==> src/rtl/icache_pkg.sv <==
// Shared widths and state encoding for the direct-mapped instruction cache.
package icache_pkg;

    localparam int unsigned ICACHE_IDX_W = 6;
    localparam int unsigned ICACHE_TAG_W = 32 - 2 - ICACHE_IDX_W;
    localparam int unsigned ICACHE_LINES = 1 << ICACHE_IDX_W;
    localparam int unsigned ICACHE_WA_W  = 30;

    typedef enum logic {
        ICACHE_IDLE = 1'b0,
        ICACHE_MISS = 1'b1
    } icache_state_t;

endpackage

==> src/rtl/icache_array.sv <==
// Valid/tag/data line storage: one combinational read port, one synchronous write port.
module icache_array
    import icache_pkg::*;
(
    input  logic                    clk,
    input  logic                    rst,
    input  logic [ICACHE_IDX_W-1:0] idx,
    output logic                    valid,
    output logic [ICACHE_TAG_W-1:0] tag,
    output logic [31:0]             data,
    input  logic                    we,
    input  logic [ICACHE_IDX_W-1:0] widx,
    input  logic [ICACHE_TAG_W-1:0] wtag,
    input  logic [31:0]             wdata
);

    logic [ICACHE_LINES-1:0] valid_q;
    logic [ICACHE_TAG_W-1:0] tag_q  [ICACHE_LINES];
    logic [31:0]             data_q [ICACHE_LINES];

    // Only the valid bits need reset; tag/data are ignored while invalid.
    always_ff @(posedge clk) begin
        if (!rst) begin
            valid_q <= '0;
        end else if (we) begin
            valid_q[widx] <= 1'b1;
        end
    end

    always_ff @(posedge clk) begin
        if (we) begin
            tag_q[widx]  <= wtag;
            data_q[widx] <= wdata;
        end
    end

    assign valid = valid_q[idx];
    assign tag   = tag_q[idx];
    assign data  = data_q[idx];

endmodule

==> src/rtl/icache.sv <==
// Direct-mapped one-word-per-line instruction cache with a miss/refill handshake
// towards the memory controller and flush-based refill abandonment.
module icache
    import icache_pkg::*;
(
    input  logic        clk,
    input  logic        rst,
    input  logic        rdy,
    input  logic        fetch_req,
    input  logic [31:0] fetch_pc,
    input  logic        flush,
    output logic        fetch_rdy,
    output logic [31:0] fetch_inst,
    output logic        inst_miss,
    output logic [31:0] pc,
    input  logic        inst_rdy,
    input  logic [31:0] inst_out
);

    icache_state_t           state_q, state_d;
    logic [ICACHE_WA_W-1:0]  miss_wa_q, miss_wa_d;
    logic [ICACHE_IDX_W-1:0] fetch_idx;
    logic [ICACHE_TAG_W-1:0] fetch_tag;
    logic                    arr_valid;
    logic [ICACHE_TAG_W-1:0] arr_tag;
    logic [31:0]             arr_data;
    logic                    lookup_hit_c;
    logic                    install_c;
    logic                    unused_pc_bits;

    assign fetch_idx      = fetch_pc[ICACHE_IDX_W+1:2];
    assign fetch_tag      = fetch_pc[31:ICACHE_IDX_W+2];
    assign unused_pc_bits = ^fetch_pc[1:0];

    icache_array u_array (
        .clk   (clk),
        .rst   (rst),
        .idx   (fetch_idx),
        .valid (arr_valid),
        .tag   (arr_tag),
        .data  (arr_data),
        .we    (install_c && rst),
        .widx  (miss_wa_q[ICACHE_IDX_W-1:0]),
        .wtag  (miss_wa_q[ICACHE_WA_W-1:ICACHE_IDX_W]),
        .wdata (inst_out)
    );

    assign lookup_hit_c = arr_valid && (arr_tag == fetch_tag);

    assign fetch_rdy  = rdy && fetch_req && (state_q == ICACHE_IDLE) && lookup_hit_c && !flush;
    assign fetch_inst = arr_data;
    // Drops in the inst_rdy/flush cycle so the controller never sees a stale request.
    assign inst_miss  = (state_q == ICACHE_MISS) && (!rdy || (!inst_rdy && !flush));
    assign pc         = {miss_wa_q, 2'b00};

    always_comb begin
        state_d   = state_q;
        miss_wa_d = miss_wa_q;
        install_c = 1'b0;
        if (rdy) begin
            case (state_q)
                ICACHE_IDLE: begin
                    if (fetch_req && !flush && !lookup_hit_c) begin
                        state_d   = ICACHE_MISS;
                        miss_wa_d = fetch_pc[31:2];
                    end
                end
                ICACHE_MISS: begin
                    // A coincident flush still installs: the refill address is valid.
                    install_c = inst_rdy;
                    if (inst_rdy || flush) begin
                        state_d = ICACHE_IDLE;
                    end
                end
                default: state_d = ICACHE_IDLE;
            endcase
        end
    end

    always_ff @(posedge clk) begin
        if (!rst) begin
            state_q   <= ICACHE_IDLE;
            miss_wa_q <= '0;
        end else begin
            state_q   <= state_d;
            miss_wa_q <= miss_wa_d;
        end
    end

endmodule

==> config.mk <==
export PLATFORM = sky130hd
export DESIGN_NAME = icache
export DESIGN_NICKNAME = d
export VERILOG_FILES = /design/src/rtl/icache_pkg.sv /design/src/rtl/icache_array.sv /design/src/rtl/icache.sv
export SDC_FILE = /design/constraint.sdc
export NUM_CORES = 2
export LEC_CHECK = 0
export CAP_MARGIN = 20
export CELL_PAD_IN_SITES_DETAIL_PLACEMENT = 0
export CELL_PAD_IN_SITES_GLOBAL_PLACEMENT = 2
export CORE_MARGIN = 1.5
export CORE_UTILIZATION = 45
export CTS_CLUSTER_DIAMETER = 80
export DETAILED_ROUTE_END_ITERATION = 12
export PLACE_DENSITY_LB_ADDON = 0.1
export SYNTH_ARGS = -nofsm -noshare
export SYNTH_HDL_FRONTEND = slang
export SYNTH_HIERARCHICAL = 1
export SYNTH_SLANG_ARGS = --single-unit
==> constraint.sdc <==
create_clock -name clk -period 4.77 [get_ports clk]
set_input_delay 0.954 -clock clk [delete_from_list [all_inputs] [get_ports clk]]
set_output_delay 0.954 -clock clk [all_outputs]
set_load 0.05 [all_outputs]
==> impl_metrics.ini <==
[status]
run_status = finished, violations left
violations = setup timing

[finish]
drive_gt1_share_pct = 32.26
area_growth_pct = 18.74
fin_cells = 11664
nets = 7311
fill_cells = 24014

[setup_path]
path_cells = buf_16 -> buf_12 -> buf_4 -> mux4_2 -> o221ai_1 -> o22ai_1 -> and3_2 -> xnor2_2 -> buf_4 -> nand4_1 -> nor4_2 -> and4_4 -> buf_12
crit_start = fetch_pc[3]
cp-start-kind = input pin
endpoint_kind = output port
crit_buf_inv = 5
critPathKind = input pin to output port
timing.rr.start = u_array/tag_q[0][23]
slowest_stage = mux4_2
path_delay_family = simple AND/OR/NAND/NOR gates
crit_arrival_ns = 4.07
cp_data_required_time_ns = 3.82
r2r_setup_slack_ns = 1.00
slowest_delay_ns = 0.51
crit_path_max_fanout = 15

[sta]
finalSetupTns_ns = -0.2532
rsz0062_at_grt = yes
max_slew_margin_pct = 29.28
period_share_pct = 105.3
timing.fmax_mhz = 199.1
worstMarginPinSlew_ns = 1.061
finalSetupViolCount = 1
final.min_clock_period_ns = 5.023
setup_slack_ns = -0.2532
fin_hold_ws_ns = 0.3192
slew_viol_final = 0
finalHoldViolCount = 0
finClkSkew_ns = 0.04055

[yosys]
yosysWarnings = 6
syn_avg_cell_area_sq_um = 22.03
yosys-top-cells-area = edfxtp_1 (77%), mux4_2 (13%), dfxtp_1 (1.4%)
async_flop_share_pct = 0
synth_flop_cell = edfxtp_1
ys_ff_latch = 3679
synthDistinctLibCells = 54
yosysTopAreaCell = edfxtp_1
netlist_area_sq_mm = 0.1402
synth_top_area_share_pct = 76.76
yosysSeqAreaShare_pct = 78.12
yosysMostFrequentCell = edfxtp_1
synth_common_cells = edfxtp_1 (3584), mux4_2 (804), o22ai_1 (237)
synth-edff-count = 3584
synthCells = 6363

[flow_run]
maxCapViolCount = 0

[floorplan]
die_h_um = 561.2
fp-row-count = 204
core_area_sq_mm = 0.3094
die-area_sq_mm = 0.3149
io-pin-count = 136
die_width_um = 561.2
initial_utilization_pct = 45.32

[power_and_ir_drop]
p_int_mw = 53.22
pwr-share-seq_pct = 52.3
swShare_pct = 21.40
switching_power_mw = 14.49
p_comb_share_pct = 5.5
irDropWorstVdd_mv = 0.2704
p_per_area_mw_per_mm2 = 406.7
power_leakage_nw = 50.68
pwr-share-clk_pct = 42.3

[global_route]
use_met3_pct = 4.444
gr-max-usage-layer = met2
track_usage_pct = 27.41
grt_pass1_vias = 72775
grt_use_met1_pct = 39.40
grtUsageMet2_pct = 43.82
grt_remaining_overflow = 0
antenna_found_initial = 15
grt_max_degree = 72
grt_first_pass_wirelength_um = 593300

[placement]
dp_hpwl_um = 251700
dp.cells = 10910
portBuffers = 131
place_ws_ns = -0.9584
gp_congestion = 0.8080

[routing]
via_per_inst = 6.215
wl_um = 433600
drt_iter0_drc = 8613
drc = 0
drt-pass1-iter-count = 5
avgRoutedWirePerCell_um = 37.17
vias = 72496
antenna_left = 0

[cts]
cts_buffer_depth = 4
root_buffer = clkbuf_16
cts_tree = built
htreeDepth = 5
clock-sinks = 3679
cts_buffers = 384
clkTransAtPathRegs_ns = 0.06
clk_latency_ns = 0.96

[hold_path]
hold_path_class = input pin to flip-flop
hold_start = inst_out[23]
path summary, 6_finish.rpt:
check,to,cells past startpoint
setup / recovery,fetch_rdy,13
hold / removal,u_array/data_q[24][23],1
setup reg to reg,miss_wa_q[7],12
hold reg to reg,u_array/valid_q[31],1
metal layers:
metal  routed length, um  vias up
li1                    -    28972
met1              184300    40115
met2              206100     2848
met3               31210      555
met4               11880        6
met5                  93        -
power by group through the flow:
stage | logic (mW) | clock network [mW] | registers (mW)
after floorplan | 1.69 | 0 | 36.1
after global placement | 3.51 | 0 | 36.1
after detailed placement | 3.55 | 0 | 36.1
after CTS | 3.65 | 29.1 | 35.4
after global routing | 3.87 | 30.3 | 35.4
final | 3.70 | 28.6 | 35.4
placed cells by master (no fill, tap or decap), types with 47 or more instances in the layout:
cell type        count
a211oi_1            47
mux2_2              89
a22oi_1             47
nand2_1             69
o22ai_1            222
clkbuf_1           113
dfxtp_1             71
nand4_1             62
clkinv_2            61
mux4_2             804
mux2i_1            182
o221ai_1            83
nor2_4              66
clkdlybuf4s50_1     59
buf_12             247
clkbuf_16          390
edfxtp_1          3584
clkinv_1            70
o21a_1              64
nor2_1              67
buf_4              508
state kept, by name (all words and copies together), names as in the netlist:
signal / cells
u_array/data_q: 2048
u_array/tag_q: 1536
u_array/valid_q: 64
miss_wa_q: 30
state_q: 1
cell families after synthesis:
group | synth area share (%)
XOR/XNOR | 0.1499
buffers and inverters | 1.428
flip-flops | 78.12
AND/OR/NAND/NOR | 1.804
AO/OA/AOI/OAI | 3.554
other | 0.002675
multiplexers | 14.94
layout make-up:
| class | count | area [sq um] | share of cell area (%) |
|---|---|---|---|
| antenna | 3 | 7.507 | 0.004509 |
| clock buffer | 510 | 10280 | 6.175 |
| clock inverter | 176 | 1544 | 0.9274 |
| inverter | 3 | 16.27 | 0.009770 |
| multi-input combinational | 2290 | 29720 | 17.85 |
| sequential | 3679 | 109600 | 65.81 |
| tap | 4120 | 5155 | 3.096 |
| timing repair buffer | 883 | 10200 | 6.130 |
through the flow:
stage                     area (sq um)  power (mW)  utilization [%]
after floorplan                 140200       37.84                -
after global placement          153000       39.58            49.47
after detailed placement        153000       39.62            49.47
after CTS                       165700       68.16            53.57
after global routing            166500       69.54            53.81
final                           166500       67.70            53.82
timing repair:
action | CTS | global route
hold buffers | 0 | 0
pin swaps | 13 | 13
endpoints found under the setup margin | 23 | 9
resized for setup | 103 | 37
buffers inserted | 20 | 23
cloned | 5 | 0
(Power assumes the default switching activity.)
